$ cat src/rtl/vga_timing_gen.sv
// Parametrised VGA raster timing generator.
// Pixel coordinates (oCol/oRow) and oActiveNext lead the registered sync, display-enable,
// colour and strobe outputs by one enabled cycle, so an upstream source can look up colour
// combinationally from the coordinates.
// Optional build macro: TEST_PATTERN_EN replaces the colour inputs with 8 vertical colour bars.
module vga_timing_gen #(
  parameter int unsigned H_ACTIVE = 1024,
  parameter int unsigned H_FP     = 24,
  parameter int unsigned H_SYNC   = 136,
  parameter int unsigned H_BP     = 160,
  parameter int unsigned V_ACTIVE = 768,
  parameter int unsigned V_FP     = 3,
  parameter int unsigned V_SYNC   = 6,
  parameter int unsigned V_BP     = 29,
  parameter bit          H_POL    = 1'b0,
  parameter bit          V_POL    = 1'b0,
  parameter int unsigned CW       = 4,
  parameter int unsigned XW       = 11,
  parameter int unsigned YW       = 10
) (
  input  logic          iClock,
  input  logic          iReset,
  input  logic          iEnable,
  input  logic [CW-1:0] iRed,
  input  logic [CW-1:0] iGreen,
  input  logic [CW-1:0] iBlue,
  output logic [XW-1:0] oCol,
  output logic [YW-1:0] oRow,
  output logic          oActiveNext,
  output logic          oHSync,
  output logic          oVSync,
  output logic          oActive,
  output logic [CW-1:0] oRed,
  output logic [CW-1:0] oGreen,
  output logic [CW-1:0] oBlue,
  output logic          oFrameStart,
  output logic          oLineEnd
);

  localparam int unsigned HTotal = H_ACTIVE + H_FP + H_SYNC + H_BP;
  localparam int unsigned VTotal = V_ACTIVE + V_FP + V_SYNC + V_BP;

  // Window boundaries in counter width; sync end is always below the total since BP >= 1.
  localparam logic [XW-1:0] HActiveEnd = XW'(H_ACTIVE);
  localparam logic [XW-1:0] HSyncStart = XW'(H_ACTIVE + H_FP);
  localparam logic [XW-1:0] HSyncEnd   = XW'(H_ACTIVE + H_FP + H_SYNC);
  localparam logic [XW-1:0] HLast      = XW'(HTotal - 1);
  localparam logic [YW-1:0] VActiveEnd = YW'(V_ACTIVE);
  localparam logic [YW-1:0] VSyncStart = YW'(V_ACTIVE + V_FP);
  localparam logic [YW-1:0] VSyncEnd   = YW'(V_ACTIVE + V_FP + V_SYNC);
  localparam logic [YW-1:0] VLast      = YW'(VTotal - 1);

`ifndef SYNTHESIS
  initial begin
    if (H_ACTIVE < 1 || H_FP < 1 || H_SYNC < 1 || H_BP < 1) begin
      $error("vga_timing_gen: every H_* timing parameter must be >= 1");
    end
    if (V_ACTIVE < 1 || V_FP < 1 || V_SYNC < 1 || V_BP < 1) begin
      $error("vga_timing_gen: every V_* timing parameter must be >= 1");
    end
  end
`endif

  logic [XW-1:0] col_q, col_d;
  logic [YW-1:0] row_q, row_d;

  logic          active_next;
  logic          hsync_d, vsync_d;
  logic [CW-1:0] red_pix, green_pix, blue_pix;
  logic [CW-1:0] red_d, green_d, blue_d;
  logic          frame_start_d, line_end_d;

  logic          hsync_q, vsync_q, active_q;
  logic [CW-1:0] red_q, green_q, blue_q;
  logic          frame_start_q, line_end_q;

  // Next raster position: col wraps at end of line, row wraps only on the last line's wrap.
  always_comb begin
    col_d = col_q;
    row_d = row_q;
    if (iEnable) begin
      if (col_q == HLast) begin
        col_d = '0;
        row_d = (row_q == VLast) ? '0 : row_q + YW'(1);
      end else begin
        col_d = col_q + XW'(1);
      end
    end
  end

  // Raster position counters.
  always_ff @(posedge iClock) begin
    if (iReset) begin
      col_q <= '0;
      row_q <= '0;
    end else begin
      col_q <= col_d;
      row_q <= row_d;
    end
  end

`ifdef TEST_PATTERN_EN
  logic [31:0] bar_full;
  logic [2:0]  bar;
  logic        unused_tp;

  assign bar_full  = (32'(col_q) * 32'd8) / H_ACTIVE;
  assign bar       = bar_full[2:0];
  assign unused_tp = ^{bar_full[31:3], iRed, iGreen, iBlue};

  // Colour-bar pattern: index bit2 = red, bit1 = green, bit0 = blue, channels all-ones.
  always_comb begin
    red_pix   = {CW{bar[2]}};
    green_pix = {CW{bar[1]}};
    blue_pix  = {CW{bar[0]}};
  end
`else
  // Colour comes straight from the upstream source for the current coordinates.
  always_comb begin
    red_pix   = iRed;
    green_pix = iGreen;
    blue_pix  = iBlue;
  end
`endif

  // Decode the current pixel into the values the output registers will capture.
  always_comb begin
    active_next   = (col_q < HActiveEnd) && (row_q < VActiveEnd);
    hsync_d       = ((col_q >= HSyncStart) && (col_q < HSyncEnd)) ? H_POL : ~H_POL;
    vsync_d       = ((row_q >= VSyncStart) && (row_q < VSyncEnd)) ? V_POL : ~V_POL;
    red_d         = active_next ? red_pix   : '0;
    green_d       = active_next ? green_pix : '0;
    blue_d        = active_next ? blue_pix  : '0;
    frame_start_d = (col_q == '0) && (row_q == '0);
    line_end_d    = (col_q == HLast);
  end

  // Output registers: one enabled cycle behind the coordinates; reset wins over enable.
  always_ff @(posedge iClock) begin
    if (iReset) begin
      hsync_q       <= ~H_POL;
      vsync_q       <= ~V_POL;
      active_q      <= 1'b0;
      red_q         <= '0;
      green_q       <= '0;
      blue_q        <= '0;
      frame_start_q <= 1'b0;
      line_end_q    <= 1'b0;
    end else if (iEnable) begin
      hsync_q       <= hsync_d;
      vsync_q       <= vsync_d;
      active_q      <= active_next;
      red_q         <= red_d;
      green_q       <= green_d;
      blue_q        <= blue_d;
      frame_start_q <= frame_start_d;
      line_end_q    <= line_end_d;
    end
  end

  assign oCol        = col_q;
  assign oRow        = row_q;
  assign oActiveNext = active_next;
  assign oHSync      = hsync_q;
  assign oVSync      = vsync_q;
  assign oActive     = active_q;
  assign oRed        = red_q;
  assign oGreen      = green_q;
  assign oBlue       = blue_q;
  assign oFrameStart = frame_start_q;
  assign oLineEnd    = line_end_q;

endmodule
$ cat config.mk
export PLATFORM = sky130hd
export DESIGN_NAME = vga_timing_gen
export DESIGN_NICKNAME = d
export VERILOG_FILES = /design/src/rtl/vga_timing_gen.sv
export SDC_FILE = /design/constraint.sdc
export NUM_CORES = 1
export LEC_CHECK = 0
export CAP_MARGIN = 30
export CELL_PAD_IN_SITES_DETAIL_PLACEMENT = 2
export CELL_PAD_IN_SITES_GLOBAL_PLACEMENT = 2
export CORE_ASPECT_RATIO = 0.6
export CORE_MARGIN = 8
export CORE_UTILIZATION = 28
export DETAILED_ROUTE_END_ITERATION = 8
export PLACE_DENSITY_LB_ADDON = 0.1
export SETUP_SLACK_MARGIN = 0.1
export SYNTH_ARGS = -nofsm -noshare
export SYNTH_HDL_FRONTEND = slang
export SYNTH_SLANG_ARGS = --single-unit
$ cat constraint.sdc
create_clock -name iClock -period 3.5 [get_ports iClock]
set_clock_uncertainty 0.15 [all_clocks]
set_input_delay 0.525 -clock iClock [delete_from_list [all_inputs] [get_ports iClock]]
set_output_delay 0.525 -clock iClock [all_outputs]
set_load 0.02 [all_outputs]
==> results of run 1 <==
## final cells by class
cell class / count / area [um2] / area share [%]
Clock buffer: 5 / 68.8 / 2.77
Multi-Input combinational cell: 153 / 935 / 37.6
Sequential cell: 38 / 761 / 30.6
Clock inverter: 2 / 10.0 / 0.403
Inverter: 10 / 37.5 / 1.51
Timing Repair Buffer: 58 / 568 / 22.9
Tap cell: 84 / 105 / 4.23
## per-layer routing
layer / GRT usage, % / vias up
met5: 0 / -
met4: 3.39 / 0
met3: 4.19 / 4
met2: 19.2 / 46
met1: 20.6 / 886
li1: - / 865
## flip-flops by register name, summed over array words and instances (netlist names)
register,count
oCol,11
oRow,10
oBlue,4
oGreen,4
oRed,4
oActive,1
oFrameStart,1
oHSync,1
oLineEnd,1
oVSync,1
## cells in the final DEF, fill, tap and decap left out, drive strengths merged
cell           Yosys  layout
ha                 6       6
nand4              7       7
nand3             17      17
and2               1       1
a21oi             19      19
inv               10      10
clkbuf             9       5
nand3b             1       1
nor4               4       4
nor3               5       5
xnor2              5       5
clkdlybuf4s50      0      53
and4               2       2
a22oi              4       4
a311oi             1       1
nor2              19      19
and4bb             1       1
and3               4       4
or2b               1       1
buf                3       5
clkinv             0       2
or4                3       3
mux2i              2       2
dfxtp             38      38
a31oi              3       3
nand2b             3       3
xor2               4       4
nand2             21      21
o31ai              6       6
and4b              1       1
o21ai              7       7
a211o              2       2
a41oi              4       4
## metrics by stage
stage | util [%] | cells | instance area (um2)
4_1_cts | 40.5 | 350 | 2480
5_1_grt | 40.5 | 350 | 2480
3_3_place_gp | 39.2 | 343 | 2410
2_1_floorplan | - | 213 | 1780
6_report | 40.5 | 350 | 2480
3_5_place_dp | 39.2 | 343 | 2410
## worst reg2reg max path: stages, from the launching register on
cell	delay, ns
dfxtp_1	0.40
ha_1	0.27
and4bb_4	0.29
nand4_4	0.17
or4_1	0.54
a21oi_1	0.14
## cells by family after synthesis
family / share of synthesized area, %
flops: 42.8
buf+inv: 4.71
xor+xnor: 4.43
simple gates: 26.7
compound gates: 16.0
fa+ha+maj: 4.22
mux: 1.13
## power by group through the flow
stage	logic [uW]	registers [uW]	clock network, uW
floorplan	32.5	478	0
global placement	103	463	0
detailed placement	104	463	0
CTS	105	453	302
global route	113	455	316
finish	103	453	291
## worst paths after layout
path | start | end | slack [ns] | cells past startpoint
max | oRow[8] | oActiveNext | 1.06 | 3
min | oRed[1] | oRed[1] | 0.31 | 2
max reg2reg | oCol[1] | oRow[8] | 1.48 | 5
min reg2reg | oRed[1] | oRed[1] | 0.31 | 2
==> results list, run 1 <==
- Along the worst path, the maximum fanout reaches 14.
- GRT Resource Usage Total: 14.0%
- The clock network burns 34.3% of the power.
- Max transition margin: 56.8%
- Of all cell types, the one taking the most synthesized area is dfxtp_1.
- Total Routed Length: 6.43 mm
* Width of the chip: 119 um
- Via density per instance: 5.15
- Number of buffers inserted during clock tree synthesis: 5
- Setup repair after global routing missed its margin: false
* Initial standard-cell utilization of the core: 29.0%
- Synthesized Nets: 234
* Switching power share of the total: 25.8%
- Sequential Power Share: 53.5%
* Cell Chain, Critical Path: a21oi_1, buf_4, clkdlybuf4s50_1
- Synthesis produced a netlist whose cell count is 213.
- Fin crit period: 2.44 ns
- Most used DFF post-synth: dfxtp_1
- The analysis attributes to net switching a power of 218 uW.
- Averaged over all synthesized cells, the footprint is 8.35 um2.
* Most frequent cells after synthesis: dfxtp_1 (38), nand2_1 (21), a21oi_1 (19), nor2_1 (19), nand3_1 (17)
* Internal power summed over all cells: 629 uW
* Clock-pin slew on the worst setup and hold paths: 0.07 ns
* Number of standard-cell rows in the floorplan: 22
* Summed instance area of the synthesized netlist: 0.00178 mm2
* Number of nets in the layout: 287
- Number of global-route vias before repair: 1848
- Dividing the detail-routed wire length by the instance count gives 18.4 um.
- In this run the power density over the cells is 341 mW/mm2.
* Data required time at the worst endpoint: 2.82 ns
- STA classifies the critical path startpoint as a flop.
* Kind of path behind the tightest hold check: flop to flop
- Synthesis instantiated 33 different standard cells from the library.
- The core region is 0.00614 mm2.
- Counting both buffers and inverters, the worst setup path holds a total of 2.
- Post-synthesis register bit count: 38
- Yosys mapped a number of flops with a built-in enable equal to 0.
- First-pass detailed-route iteration total: 4
* Diodes inserted: 0
- Logic pwr share: 12.2%
* Count of endpoints failing hold in the final timing report: 0
- Clock tree sinks: 38
- Overflow left after global routing: 0
- TritonCTS built the clock tree.
* Bufs on Longest Clock Path: 2
- Pleak: 0.000876 uW
* CTS Root Buffer Type: clkbuf_8
* Remaining DRCs: 0
- The first routing iteration left 110 violations.
- WHS: 0.314 ns
- Proportion of netlist area held by the largest area contributor: 42.8%
- HPWL Detailed: 4.81 mm
* Cell with the most instances after synthesis: dfxtp_1
- During synthesis, Yosys emitted a total of 0 warnings.
- Largest incremental delay on the critical path: 0.64 ns
- In the synthesized netlist the async set-or-reset flop fraction comes to 0%.
- Sequential cell area fraction in the yosys report: 42.8%
- During I/O placement, the number of pins put on the boundary was 54.
- Wire length on met2: 2.66 mm
* Post-route met1 wirelength: 3.35 mm
* Total of endpoints with negative setup slack in the final report: 0
* Final Cycle Share: 69.8%
- Wire segments on met3 add up to 375 um in the final route.
- Across all layers, the routed design uses 1801 vias.
* Maximum vdd drop: 0.131 mV
- The flow ran to the end, and the final reports show no timing, DRC or antenna violations.
- Kind of critical path: flop to output port
* Buffers added on ports: 53
- Critical Path Sink Type: output port
- Ranked by total cell area, the synthesized netlist is headed by dfxtp_1 (43%), a21oi_1 (5.3%), nand3_1 (4.8%).
- The filler cells instantiated in the layout total 717.
* Final weighted congestion in routability-driven placement: 0.742
- Clock insertion delay at the later pin of the skew report: 0.29 ns
- Peak clock frequency supported by timing: 409 MHz
- Area added between synthesis and finish: 39.7%
* Placement-stage worst setup slack: 1.13 ns
- Sum of negative setup slack: 0 ns
* CTS HTree Levels: 2
- Setup slack on the critical path of the routed design comes to 1.06 ns.
* Crit path arrival time: 1.77 ns
- Share of layout cells above drive strength 1: 5.26%
- The floorplan step defined a die boundary enclosing 0.00924 mm2.
* Number of buffers added for setup after CTS: 0
* Antenna Nets Post-Route: 0
- Worst slew pin tran: 0.639 ns
- The number of antenna violations at the first check in global routing came to 0.
- Power, Total: 847 uW
* Top cell family by delay on the critical path: buffers and inverters
- First-pass GRT wire length: 10.5 mm
- Entering global routing, the biggest net connects 21 pins.
- Top routing layer in use: met4
- Die Y-Extent: 77.7 um
* Worst path slowest cell: clkdlybuf4s50_1
- Number of hold-repair buffers added at the cts stage: 0
- The number of pins exceeding their max-slew limit in the final report came to 0.
* Number of resized instances in the post-cts repair step: 0
- The tool flagged a number of max-cap violations equal to 0.
No activity file was read; power rests on OpenSTA's default activity.
==> run 2: changes to the inputs <==
Settings changed: CORE_UTILIZATION 28 to 24.
Clock period 3.5 ns to 2.06 ns, I/O delays scaled along.
==> results list, run 2 (synthesis results as in run 1) <==
* Share of layout cells above drive strength 1: 12.7% (was 5.26%)
- The total of hold buffers inserted after clock tree synthesis came to 0 (unchanged).
- The critical setup path kind was flop to output port (unchanged).
- Buffers added on ports: 53 (unchanged)
* Post-layout instance area: 0.00276 mm2 (was 0.00248 mm2)
- The vias per cell is 4.74 (was 5.15).
- The clock sink count came to 38 (unchanged).
* Largest incremental delay on the critical path: 0.67 ns (was 0.64 ns)
- The wire length of the first global-routing pass came to 11.1 mm (was 10.5 mm).
- The leading cell type in the layout, fill and taps excluded was clkdlybuf4s50_1 (unchanged).
* Instance area after placement: 0.00257 mm2 (was 0.00241 mm2)
- The total iterations of the first detailed-routing run came to 4 (unchanged).
- The register cell area after layout came to 768 um2 (was 761 um2).
- Clock insertion delay at the later pin of the skew report: 0.28 ns (was 0.29 ns)
* CTS HTree Levels: 2 (unchanged)
- The total buffers and inverters traversed by the critical path was 1 (was 2).
- The pin count of the biggest net entering global routing came to 19 (was 21).
- Area added between synthesis and finish: 54.9% (was 39.7%)
* Width of the chip: 127 um (was 119 um)
- Critical Path Sink Type: output port (unchanged)
- Die footprint: 0.0105 mm2 (was 0.00924 mm2)
- Internal power summed over all cells: 1420 uW (was 629 uW)
- HPWL Detailed: 5.20 mm (was 4.81 mm)
* Sequential Power Share: 41.8% (was 53.5%)
- The placer's final routability congestion estimate is 0.773 (was 0.742).
- Critical path peak fanout: 9 (was 14)
- The post-layout net count is 303 (was 287).
* Fin. max-slew vios: 0 (unchanged)
* Total of endpoints with negative setup slack in the final report: 0 (unchanged)
- The total congestion overflow was 0 (unchanged).
- CTS Root Buffer Type: clkbuf_16 (was clkbuf_8)
- The layout filler cell count was 817 (was 717).
- The switching portion of total power came to 23.1% (was 25.8%).
* Number of buffers added for setup after CTS: 0 (unchanged)
* Fin crit period: 1.91 ns
* Worst slew pin tran: 0.418 ns (was 0.639 ns)
* Number of global-route vias before repair: 2011 (was 1848)
- The hold violation total from the final report is 0 (unchanged).
- Outcome: completed (unchanged).
- The die extent in y is 82.7 um (was 77.7 um).
- Via total after detailed routing: 1833 (was 1801)
- Launching element type of the critical path: flop (unchanged)
- Number of max-capacitance violations reported: 0 (unchanged)
- Pleak: 0.00101 uW (was 0.000876 uW)
- Clk network pwr share: 48.1% (was 34.3%)
- Area inside the core boundary: 0.00724 mm2 (was 0.00614 mm2)
* Number of resized instances in the post-cts repair step: 3 (was 0)
- Sum of negative setup slack: 0 ns (unchanged)
* Area taken by multi-input logic gates: 947 um2 (was 935 um2)
* Top cell family by delay on the critical path: buffers and inverters (unchanged)
- Total power density per cell area: 670 mW/mm2 (was 341 mW/mm2)
* Kind of path behind the tightest hold check: flop to flop (unchanged)
- Bufs on Longest Clock Path: 2 (unchanged)
* Peak clock frequency supported by timing: 523 MHz
- The fraction of power consumed by combinational cells came to 10.1% (was 12.2%).
- Worst path slowest cell: clkdlybuf4s50_1 (unchanged)
- The initial core utilization was 24.6% (was 29.0%).
* Cell Chain, Critical Path: clkdlybuf4s50_1 (was a21oi_1, buf_4, clkdlybuf4s50_1)
- The data arrival time at the worst-slack endpoint was 1.45 ns (was 1.77 ns).
* WL/cell: 17.6 um (was 18.4 um)
- Initial antenna violation count: 0 (unchanged)
* Reported net switching power: 426 uW (was 218 uW)
- Diodes inserted: 0 (unchanged)
- The total clock buffers created by CTS came to 5 (unchanged).
- The violation count after the first detailed-routing iteration came to 70 (was 110).
- The peak ir drop on the vdd network is 0.350 mV (was 0.131 mV).
- The DRC violation count after routing is 0 (unchanged).
* Max transition margin: 71.9% (was 56.8%)
* Setup repair after global routing missed its margin: true (was false)
- Antenna Nets Post-Route: 0 (unchanged)
- CTS tree: yes (unchanged)
* Total Routed Length: 6.81 mm (was 6.43 mm)
- Clock-pin slew on the worst setup and hold paths: 0.06 ns (was 0.07 ns)
* # IOs: 54 (unchanged)
- The total track usage is 13.7% (was 14.0%).
* Most frequent cells in the layout: clkdlybuf4s50_1 (51), dfxtp_1 (34), nand2_1 (21) (was clkdlybuf4s50_1 (53), dfxtp_1 (38), nand2_1 (21))
* Number of standard-cell rows in the floorplan: 24 (was 22)
* Data required time at the worst endpoint: 1.60 ns (was 2.82 ns)
- Final Cycle Share: 92.9%
* Max FFs per register: 11 (unchanged)
[run 2: final timing paths]
path                            slack, ns  depth (start not counted)       end      from
worst max register to register       0.17                          5   oRow[8]   oCol[1]
worst min-delay path                 0.31                          2  oBlue[2]  oBlue[2]
worst min register to register       0.31                          2  oBlue[2]  oBlue[2]
worst max-delay path                 0.15                          1   oRow[5]   oRow[5]
[run 2: final cells by class]
type | instances | share of cell area, %
Inverter | 10 | 1.36
Timing Repair Buffer | 74 | 25.5
Tap cell | 104 | 4.72
Clock inverter | 3 | 1.63
Clock buffer | 5 | 4.54
Sequential cell | 38 | 27.9
Multi-Input combinational cell | 153 | 34.4
[run 2: tightest hold or removal path, cell delays in order, from the launching register on]
cell     delay (ns)
dfxtp_1        0.31
nand2_1        0.06
a21oi_1        0.05
[run 2: power by group through the flow]
stage | Sequential [uW] | Clock [uW] | Combinational, uW
2_1_floorplan | 812 | 0 | 55.3
3_3_place_gp | 786 | 0 | 187
3_5_place_dp | 787 | 0 | 188
4_1_cts | 771 | 918 | 190
5_1_grt | 774 | 951 | 203
6_report | 771 | 888 | 186
[run 2: through the flow]
stage          total power [uW]  cells  worst slack (ns)  hold slack [ns]  utilization (%)
5_1_grt                    1930    387            0.0628            0.341             38.1
3_3_place_gp                973    379            0.0949            0.294             35.5
2_1_floorplan               867    213             0.173            0.327                -
3_5_place_dp                975    379            0.0472            0.307             35.5
4_1_cts                    1880    387             0.107            0.316             37.8
6_report                   1850    387             0.146            0.313             38.1
[run 2: routing by layer]
layer	up-vias	track usage, %	wire, um
met2	30	20.4	2920
met3	4	3.97	290
li1	902	-	-
met4	0	4.25	73
met1	897	18.7	3530
met5	-	0	0
==> run 3: changes to the inputs <==
Settings changed: CAP_MARGIN 30 to 0, PLACE_DENSITY set to 0.82, PLACE_DENSITY_LB_ADDON 0.1 to not set.
==> results list, run 3 (synthesis results as in run 1) <==
* Launching element type of the critical path: flop (unchanged)
- Buffers plus inverters on the worst setup path: 0 (was 1)
* Number of buffers inserted during clock tree synthesis: 5 (unchanged)
- Total power density per cell area: 641 mW/mm2 (was 670 mW/mm2)
* Bufs on Longest Clock Path: 2 (unchanged)
- Kind of critical path: flop to flop (was flop to output port)
- The final core utilization is 37.8% (was 38.1%).
- CTS Root Buffer Type: clkbuf_16 (unchanged)
* Number of max-capacitance violations reported: 0 (unchanged)
* Initial antenna violation count: 0 (unchanged)
- The count of port buffers added during placement is 53 (unchanged).
- The total track usage came to 13.6% (was 13.7%).
- Outcome: completed (unchanged).
* Die footprint: 0.0105 mm2 (unchanged)
* Total of endpoints with negative setup slack in the final report: 0 (unchanged)
* Overflow left after global routing: 0 (unchanged)
- The static leakage is 0.00103 uW (was 0.00101 uW).
- The wire length per cell came to 17.9 um (was 17.6 um).
- Share of layout cells above drive strength 1: 13.4% (was 12.7%)
- The post-layout net count is 303 (unchanged).
- Worst path slowest cell: or4_1 (was clkdlybuf4s50_1)
- The vias per cell came to 4.93 (was 4.74).
- Area added between synthesis and finish: 53.8% (was 54.9%)
* Pin count of the biggest net entering global routing: 18 (was 19)
- The remaining max-slew budget at the tightest pin came to 58.5% (was 71.9%).
* Clock-pin slew on the worst setup and hold paths: 0.06 ns (about the same)
- The top cell family by delay on the critical path was simple AND/OR/NAND/NOR gates (was buffers and inverters).
- The number of H-tree levels came to 2 (unchanged).
* Clock tree sinks: 38 (unchanged)
- The placer's final routability congestion estimate came to 0.771 (was 0.773).
* # placed instances: 379 (unchanged)
* Most frequent cells in the layout: clkdlybuf4s50_1 (50), dfxtp_1 (32), nand2_1 (21) (was clkdlybuf4s50_1 (51), dfxtp_1 (34), nand2_1 (21))
- The violation count after the first detailed-routing iteration came to 76 (was 70).
- The number of pins exceeding their max-slew limit in the final report came to 0 (unchanged).
* Number of hold-repair buffers added at the cts stage: 0 (unchanged)
- Kind of path behind the tightest hold check: flop to flop (unchanged)
* Peak clock frequency supported by timing: 515 MHz (was 523 MHz)
- Data required time at the worst endpoint: 2.12 ns (was 1.60 ns)
* Die Y-Extent: 82.7 um (unchanged)
- The initial core utilization is 24.6% (unchanged).
* Via total after detailed routing: 1906 (was 1833)
- The peak ir drop on the vdd network is 0.220 mV (was 0.350 mV).
- # IOs: 54 (unchanged)
- The number of global-route vias before repair came to 2082 (was 2011).
- Crit path arrival time: 2.00 ns (was 1.45 ns)
- The count of buffers added by post-CTS timing repair for setup came to 0 (unchanged).
- The time the worst path needs with I/O delays and setup was 1.94 ns (was 1.91 ns).
* Area taken by multi-input logic gates: 948 um2 (was 947 um2)
- The maximum fanout count along the critical path was 8 (was 9).
* Clock insertion delay at the later pin of the skew report: 0.29 ns (was 0.28 ns)
* Largest incremental delay on the critical path: 0.55 ns (was 0.67 ns)
- The layout filler cell count was 805 (was 817).
- Cell Count, Final, Fillers Out: 387 (unchanged)
- The aggregate routed wire length came to 6.92 mm (was 6.81 mm).
- The wire length of the first global-routing pass was 11.0 mm (was 11.1 mm).
- Setup repair after global routing missed its margin: true (unchanged)
* Sum of negative setup slack: 0 ns (unchanged)
- Remaining DRCs: 0 (unchanged)
* HPWL Detailed: 5.28 mm (was 5.20 mm)
- The flip-flop count of the largest register, all copies and words added was 11 (unchanged).
- Cell Chain, Critical Path: ha_4, and4bb_4, nand4_4, or4_1, a21oi_1 (was clkdlybuf4s50_1).
- Worst slew pin tran: 0.614 ns (was 0.418 ns)
* First-pass detailed-route iteration total: 4 (unchanged)
- Antenna Nets Post-Route: 0 (unchanged)
- The register cell area after layout came to 768 um2 (unchanged).
- Commonest non-fill, non-tap cell in the layout: clkdlybuf4s50_1 (unchanged)
- Number of standard-cell rows in the floorplan: 24 (unchanged)
- The post-cts gate resize count came to 6 (was 3).
- The core area was 0.00724 mm2 (unchanged).
* Final Cycle Share: 94.2% (was 92.9%)
* Width of the chip: 127 um (unchanged)
- Count of endpoints failing hold in the final timing report: 0 (unchanged)
- Critical Path Sink Type: flop (was output port)
- The final antenna diode count was 0 (unchanged).
* Power, Total: 1760 uW (was 1850 uW)
- CTS tree: yes (unchanged)
[run 3: report_power, final]
group          total [uW]  switching (uW)  internal, uW
sequential            772            15.1           757
combinational         187            94.9          92.1
clock                 796             315           480
[run 3: worst reg2reg max path, cell delays in order (launching register included)]
cell	delay (ns)
dfxtp_2	0.38
ha_4	0.17
and4bb_4	0.27
nand4_4	0.16
or4_1	0.55
a21oi_1	0.18
[run 3: final cells by class]
| class | count | area share (%) |
|---|---|---|
| multi-input combinational | 153 | 34.7 |
| sequential | 38 | 28.1 |
| timing repair buffer | 74 | 25.7 |
| clock buffer | 7 | 5.21 |
| tap | 104 | 4.76 |
| inverter | 10 | 1.37 |
| clock inverter | 1 | 0.183 |
[run 3: path summary, 6_finish.rpt]
path | start | endpoint | slack (ns) | cells after the start
hold / removal | oRed[0] | oRed[0] | 0.31 | 2
hold reg to reg | oRed[0] | oRed[0] | 0.31 | 2
setup / recovery | oCol[1] | oRow[8] | 0.12 | 5
setup reg to reg | oCol[1] | oRow[8] | 0.12 | 5
[run 3: per-layer routing]
layer  share of wire [%]  global-route usage [%]  wire, um  vias to the layer above
met1                  45                    16.3      3100                      941
met3                 7.2                    5.19       500                       11
met5                   0                       0         0                        -
met4                 1.2                    4.83        80                        0
met2                  47                    22.2      3250                       54
li1                    -                       -         -                      900
[run 3: through the flow]
stage	instance area, um2	setup slack (ns)	hold slack, ns
2_1_floorplan	1780	0.173	0.327
3_3_place_gp	2570	0.102	0.288
3_5_place_dp	2570	0.0144	0.299
4_1_cts	2730	0.120	0.308
5_1_grt	2740	0.0826	0.333
6_report	2740	0.119	0.307
